--- config.mk ---
export PLATFORM = sky130hd
export DESIGN_NAME = quiz_scheduler_flat
export DESIGN_NICKNAME = d
export VERILOG_FILES = /design/src/rtl/quiz_pkg.sv /design/src/rtl/quiz_scheduler_if.sv /design/src/rtl/quiz_lfsr4.sv /design/src/rtl/quiz_scheduler.sv /design/src/flat_wrapper.sv
export SDC_FILE = /design/constraint.sdc
export NUM_CORES = 1
export LEC_CHECK = 0
export ABC_CLOCK_PERIOD_IN_PS = 4450
export BUFFER_PORTS_ARGS = -buffer_cell sky130_fd_sc_hd__buf_4
export CAP_MARGIN = 40
export CORE_UTILIZATION = 60
export CTS_CLUSTER_DIAMETER = 60
export DETAILED_ROUTE_END_ITERATION = 7
export PLACE_DENSITY = 0.85
export SYNTH_ARGS = -nofsm -noshare
export SYNTH_HDL_FRONTEND = slang
export SYNTH_SLANG_ARGS = --single-unit
--- constraint.sdc ---
create_clock -name CLK -period 4.45 [get_ports CLK]
set_input_delay 1.335 -clock CLK [delete_from_list [all_inputs] [get_ports CLK]]
set_output_delay 1.335 -clock CLK [all_outputs]
set_load 0.01 [all_outputs]
--- src/rtl/quiz_pkg.sv ---
// Shared types and widths for the quiz round sequencer.
package quiz_pkg;
  localparam int NQ      = 16;
  localparam int NUM_W   = 4;
  localparam int HP_W    = 2;
  localparam int SCORE_W = 5;
  localparam int TIME_W  = 10;

  typedef enum logic [2:0] {
    IDLE,
    PICK,
    LOAD,
    ASK,
    JUDGE,
    OVER
  } state_t;
endpackage

--- src/rtl/quiz_scheduler_if.sv ---
// Player-control / DB-facing signal bundle for quiz_scheduler, plus FSM debug taps.
interface quiz_scheduler_if;
  import quiz_pkg::*;

  // START and ANS_VALID are single-cycle pulses with no backpressure: START is taken only
  // in IDLE/OVER, ANS_VALID (qualified by ANS_OK) only in ASK; anything else is dropped.
  logic               START;
  logic               ANS_VALID;
  logic               ANS_OK;
  logic [NUM_W-1:0]   NUM;
  logic               Q_VALID;
  logic [TIME_W-1:0]  TIME_LEFT;
  logic [SCORE_W-1:0] SCORE;
  logic [HP_W-1:0]    HP_OUT;
  logic               GAME_OVER;
  logic               CLEAR;
  state_t             STATE;
  logic [NQ-1:0]      USED;

  modport master (
    output START, ANS_VALID, ANS_OK,
    input  NUM, Q_VALID, TIME_LEFT, SCORE, HP_OUT, GAME_OVER, CLEAR, STATE, USED
  );

  modport slave (
    input  START, ANS_VALID, ANS_OK,
    output NUM, Q_VALID, TIME_LEFT, SCORE, HP_OUT, GAME_OVER, CLEAR, STATE, USED
  );
endinterface

--- src/rtl/quiz_lfsr4.sv ---
// Free-running 4-bit maximal-length LFSR (period 15) used as the question start point.
module quiz_lfsr4 #(
  parameter logic [3:0] SEED = 4'b0001
) (
  input  logic       CLK,
  input  logic       RST,
  output logic [3:0] o_lfsr
);
  logic [3:0] r_lfsr;

  always_ff @(posedge CLK or negedge RST) begin
    if (!RST) r_lfsr <= SEED;
    else      r_lfsr <= {r_lfsr[2:0], r_lfsr[3] ^ r_lfsr[2]};
  end

  assign o_lfsr = r_lfsr;
endmodule

--- src/rtl/quiz_scheduler.sv ---
// Quiz round sequencer: picks unused questions, runs the answer timer, keeps score/HP
// and ends the game on HP exhaustion or when every question has been asked.
module quiz_scheduler
  import quiz_pkg::*;
#(
  parameter int         TIME_LIMIT = 1000,
  parameter int         HP_INIT    = 3,
  parameter logic [3:0] LFSR_SEED  = 4'b0001
) (
  input logic             CLK,
  input logic             RST,
  quiz_scheduler_if.slave bus
);
  state_t             r_state;
  state_t             w_next;
  logic [NUM_W-1:0]   w_lfsr;
  logic [NUM_W-1:0]   r_ptr;
  logic [NUM_W-1:0]   r_num;
  logic [NQ-1:0]      r_used;
  logic [TIME_W-1:0]  r_time;
  logic [SCORE_W-1:0] r_score;
  logic [HP_W-1:0]    r_hp;
  logic               r_qv;
  logic               r_go;
  logic               r_clr;
  logic               w_free;
  logic               w_all_used;

  quiz_lfsr4 #(.SEED(LFSR_SEED)) u_lfsr (
    .CLK    (CLK),
    .RST    (RST),
    .o_lfsr (w_lfsr)
  );

  assign w_free     = ~r_used[r_ptr];
  assign w_all_used = &r_used;

  always_ff @(posedge CLK or negedge RST) begin
    if (!RST) r_state <= IDLE;
    else      r_state <= w_next;
  end

  always_comb begin
    w_next = r_state;
    case (r_state)
      IDLE, OVER: if (bus.START) w_next = PICK;
      PICK:       if (w_free) w_next = LOAD;
      LOAD:       w_next = ASK;
      ASK:        if (bus.ANS_VALID || r_time == '0) w_next = JUDGE;
      JUDGE:      w_next = (r_hp == '0 || w_all_used) ? OVER : PICK;
      default:    w_next = IDLE;
    endcase
  end

  always_ff @(posedge CLK or negedge RST) begin
    if (!RST) begin
      r_ptr   <= '0;
      r_num   <= '0;
      r_used  <= '0;
      r_time  <= '0;
      r_score <= '0;
      r_hp    <= HP_W'(HP_INIT);
      r_qv    <= 1'b0;
      r_go    <= 1'b0;
      r_clr   <= 1'b0;
    end else begin
      case (r_state)
        IDLE, OVER: begin
          if (bus.START) begin
            r_used  <= '0;
            r_score <= '0;
            r_hp    <= HP_W'(HP_INIT);
            r_go    <= 1'b0;
            r_clr   <= 1'b0;
            r_ptr   <= w_lfsr;
          end
        end
        PICK: begin
          // Linear probe from the random start point until a free slot turns up.
          if (w_free) begin
            r_num          <= r_ptr;
            r_used[r_ptr]  <= 1'b1;
          end else begin
            r_ptr <= r_ptr + NUM_W'(1);
          end
        end
        LOAD: begin
          r_time <= TIME_W'(TIME_LIMIT);
          r_qv   <= 1'b1;
        end
        ASK: begin
          if (r_time != '0) r_time <= r_time - TIME_W'(1);
          // An answer arriving in the last timer cycle beats the timeout.
          if (bus.ANS_VALID) begin
            r_qv <= 1'b0;
            if (bus.ANS_OK) begin
              if (r_score < SCORE_W'(NQ)) r_score <= r_score + SCORE_W'(1);
            end else if (r_hp != '0) begin
              r_hp <= r_hp - HP_W'(1);
            end
          end else if (r_time == '0) begin
            r_qv <= 1'b0;
            if (r_hp != '0) r_hp <= r_hp - HP_W'(1);
          end
        end
        JUDGE: begin
          if (r_hp == '0)      r_go  <= 1'b1;
          else if (w_all_used) r_clr <= 1'b1;
          else                 r_ptr <= w_lfsr;
        end
        default: ;
      endcase
    end
  end

  always_comb begin
    bus.NUM       = r_num;
    bus.Q_VALID   = r_qv;
    bus.TIME_LEFT = r_time;
    bus.SCORE     = r_score;
    bus.HP_OUT    = r_hp;
    bus.GAME_OVER = r_go;
    bus.CLEAR     = r_clr;
    bus.STATE     = r_state;
    bus.USED      = r_used;
  end
endmodule
--- src/flat_wrapper.sv ---
// flat-port wrapper written by rule: the top's interface ports become plain ports
module quiz_scheduler_flat import quiz_pkg::*;
#(
  parameter int         TIME_LIMIT = 1000,
  parameter int         HP_INIT    = 3,
  parameter logic [3:0] LFSR_SEED  = 4'b0001
)
  (CLK, RST, bus_START, bus_ANS_VALID, bus_ANS_OK, bus_NUM, bus_Q_VALID, bus_TIME_LEFT, bus_SCORE, bus_HP_OUT, bus_GAME_OVER, bus_CLEAR, bus_STATE, bus_USED);
  quiz_scheduler_if bus_i ();
  input logic CLK;
  input logic RST;
  input wire logic [$bits(bus_i.START)-1:0] bus_START;
  input wire logic [$bits(bus_i.ANS_VALID)-1:0] bus_ANS_VALID;
  input wire logic [$bits(bus_i.ANS_OK)-1:0] bus_ANS_OK;
  output wire logic [$bits(bus_i.NUM)-1:0] bus_NUM;
  output wire logic [$bits(bus_i.Q_VALID)-1:0] bus_Q_VALID;
  output wire logic [$bits(bus_i.TIME_LEFT)-1:0] bus_TIME_LEFT;
  output wire logic [$bits(bus_i.SCORE)-1:0] bus_SCORE;
  output wire logic [$bits(bus_i.HP_OUT)-1:0] bus_HP_OUT;
  output wire logic [$bits(bus_i.GAME_OVER)-1:0] bus_GAME_OVER;
  output wire logic [$bits(bus_i.CLEAR)-1:0] bus_CLEAR;
  output wire logic [$bits(bus_i.STATE)-1:0] bus_STATE;
  output wire logic [$bits(bus_i.USED)-1:0] bus_USED;
  assign bus_i.START = bus_START;
  assign bus_i.ANS_VALID = bus_ANS_VALID;
  assign bus_i.ANS_OK = bus_ANS_OK;
  assign bus_NUM = bus_i.NUM;
  assign bus_Q_VALID = bus_i.Q_VALID;
  assign bus_TIME_LEFT = bus_i.TIME_LEFT;
  assign bus_SCORE = bus_i.SCORE;
  assign bus_HP_OUT = bus_i.HP_OUT;
  assign bus_GAME_OVER = bus_i.GAME_OVER;
  assign bus_CLEAR = bus_i.CLEAR;
  assign bus_STATE = bus_i.STATE;
  assign bus_USED = bus_i.USED;
  quiz_scheduler #(.TIME_LIMIT(TIME_LIMIT), .HP_INIT(HP_INIT), .LFSR_SEED(LFSR_SEED)) u_core (.CLK(CLK), .RST(RST), .bus(bus_i));
endmodule
==> reports/metrics.cfg <==
[timing]
finalHoldViolations=0
final_critical_path_setup_slack_ns=1.87
max_freq_mhz=388
unrepaired_setup_endpoints_after_global_routing=no
worst_clock_skew_ns=0.00437
tightestPinTransition_ns=0.807
relSlewSlack_pct=45.7
fin_setup_tns_ns=0
period_minus_slack_ns=2.58
slew_viol_final=0
setup_violations=0
timing.final.crit_share_pct=57.9

[critical_path]
cp-end-kind=flop
cp_cell_sequence=mux2_2 > mux4_2 > a32oi_4 > a21oi_2 > mux2_4
critical_path_arrival_ns=2.78
worst_path_max_delay_cell=dfrtp_1
worstSetupStartpointType=flop
reg2reg_from=u_core.r_ptr[0]
worst_setup_sp=u_core.r_ptr[0]
ff2ff_setup_slack_ns=1.87
worst_r2r_endpoint=u_core.r_ptr[0]
critPathKind=flop to flop
timing.critical_path.fanout_max=15
timing.critical_path.slowest_cell_delay_ns=0.78
r2r.worst_path.cells=5
timing.critical_path.required_ns=4.65

[synthesis]
dominant_synthesized_flop_cell=dfrtp_1
yosysWarnings=0
yosys.area.top_type=dfrtp_1
yosys.cell_count.top_type=dfrtp_1
synth_top_area_share_pct=44.3
post_synthesis_mean_instance_area_um2=9.97
synth.ff_latch_count=51
post_synth_most_frequent_cells=dfrtp_1, nor2_1, o21ai_0
asyncSetResetFlopFracSynth_pct=100
synth-edff-count=0
syn_inst=272
synth_nets=284
yosysSeqAreaShare_pct=47.2
ys_types=44
largest_cells_by_area_after_synthesis=dfrtp_1, nor2_1, o21ai_0, mux2_2, a41oi_1
syn_area_mm2=0.00271

[route]
detailroute.via_count=2367
drt-vias-per-instance=6.40
route.detailed.wl_per_inst_um=17.2
drtPass1Iterations=4
wl_um=6350
initial_drc_count=195
antenna_violating_nets_post_route=0
post-route-drc-count=0

[clocking]
clk_latency_ns=0.31
cts.sink_count=51
clock_tree.htree_level_count=2
cts.repair.resized=0
clk_path_buf_depth=2
cts.clk_slew.worst_paths_ns=0.09
post_cts_setup_buffers=0
clock_tree.root_cell=clkbuf_8
cts-hold-fix-buffers=0
tritoncts_clock_tree=done
numCtsBuffers=5

[grt]
grt_util_met1_pct=39.1
antenna_found_initial=0
grt-ovfl-total=0
globalRouteMet2Util_pct=45.1
first_pass_grt_wire_length_um=10800
grt_max_degree=52
first_global_vias=2212
met3_global_route_usage_pct=4.65
grt_busiest_layer=met2
track_usage_pct=28.1

[power]
p_switching_mw=0.946
sequentialPowerShare_pct=36.8
peakVddDrop_mv=0.410
internal_power_mw=1.29
static-leakage-power_nw=1.49
p_total_mw=2.24
p_comb_share_pct=46.0
powerDensity_mw_per_mm2=692
p_sw_share_pct=42.3
clkPwrFrac_pct=17.2

[placement]
placedCellCount=362
place.gp.congestion=0.878
place_hpwl_um=4280
detailedPlace.worstSlack_ns=1.91
io_buffers=47

[finish]
area_delta_synth_final_pct=19.3
nNetsFinal=329
antennaDiodeCount=0
drive_above_1_share_pct=24.5
stdcell_count=370

[floorplanning]
die_width_um=69.2
floorplan.io_pins=48
area_of_the_die_mm2=0.00479
fp-row-count=24
start_util_pct=62.3
core-area_mm2=0.00435
die_h_um=69.2

[min_path]
worstHoldStart=u_core.u_lfsr.o_lfsr[1]
worst_hold_path.endpoint=u_core.u_lfsr.o_lfsr[2]
worst_hold_path.num_cells=0
min-delay-path-class=flop to flop

[run_status]
run_status=finished clean

[run]
max_cap_viol_count=0

[critical path, delay by kind of cell, from the launching register on]
kind               cells  cell delay [ns]
AOI/OAI and AO/OA      2             0.42
muxes                  3             1.27
DFF                    1             0.78
[final cells by class]
cell class / count / area [um2]
clock buffers: 5 / 68.8
clock inverters: 3 / 67.6
inverters: 11 / 41.3
flip-flops and latches: 51 / 1280
well taps: 52 / 65.1
fillers: 312 / 1120
multi-input cells: 198 / 1340
repair buffers: 50 / 370
[state kept, by name (all words and copies together) (netlist names)]
register / cells
u_core.bus.USED: 16
u_core.r_ptr: 4
u_core.bus.NUM: 4
u_core.bus.TIME_LEFT: 10
u_core.bus.Q_VALID: 1
u_core.bus.HP_OUT: 2
u_core.bus.STATE: 3
u_core.bus.SCORE: 5
u_core.bus.GAME_OVER: 1
u_core.u_lfsr.o_lfsr: 4
u_core.bus.CLEAR: 1
[cells in the final DEF, fill, tap and decap left out, types with 2 or more instances in the layout]
cell,instances
nor2_1,34
buf_2,2
a31oi_1,10
nor4_1,2
o21ai_0,23
nand2b_1,4
a22o_1,2
mux2i_1,8
nand3b_1,3
dfstp_2,3
buf_4,48
inv_1,11
a21oi_1,6
and2_1,3
dfrtp_1,48
mux2_2,9
ha_1,7
nor2b_1,9
clkbuf_8,5
xor2_1,5
o31a_1,2
a221o_1,2
bufinv_16,2
a41oi_1,11
mux2_4,2
nor3b_1,2
nor3_1,7
nand2_1,14
nand4_1,7
o22a_1,2
nand3_1,8
[cells by family after synthesis]
group	synth area share, %
simple gates	17.4
compound gates	18.2
flops	47.2
buf+inv	3.46
mux	8.63
fa+ha+maj	3.23
xor+xnor	1.94
[worst max path at each step]
stage,depth (start not counted),slack (ns),end
6_report,5,1.87,u_core.r_ptr[0]
5_1_grt,5,1.79,u_core.bus.NUM[2]
4_1_cts,1,1.89,bus_STATE[0]
3_5_place_dp,7,1.91,u_core.bus.USED[4]
3_3_place_gp,6,1.60,u_core.bus.USED[14]
2_1_floorplan,5,2.02,u_core.bus.USED[12]
[power groups by stage]
stage | Clock (mW) | Combinational, mW | Sequential [mW]
2_1_floorplan | 0 | 0.704 | 0.772
6_report | 0.386 | 1.03 | 0.824
3_3_place_gp | 0 | 0.976 | 0.820
5_1_grt | 0.404 | 1.13 | 0.850
3_5_place_dp | 0 | 1.02 | 0.827
4_1_cts | 0.388 | 1.03 | 0.818
[per-stage QoR]
step | hold WS, ns | area, um2 | utilization (%)
floorplan | 0.353 | 2710 | -
detailed placement | 0.368 | 3100 | 71.2
finish | 0.402 | 3240 | 74.3
global placement | 0.381 | 3090 | 71.0
global route | 0.413 | 3240 | 74.3
CTS | 0.406 | 3240 | 74.3
[per-layer routing]
layer | wire (um) | part of all wire (%)
met3 | 389 | 6.1
met2 | 3140 | 50
met1 | 2710 | 43
met5 | 0 | 0
met4 | 108 | 1.7
No activity file was read; power rests on OpenSTA's default activity.
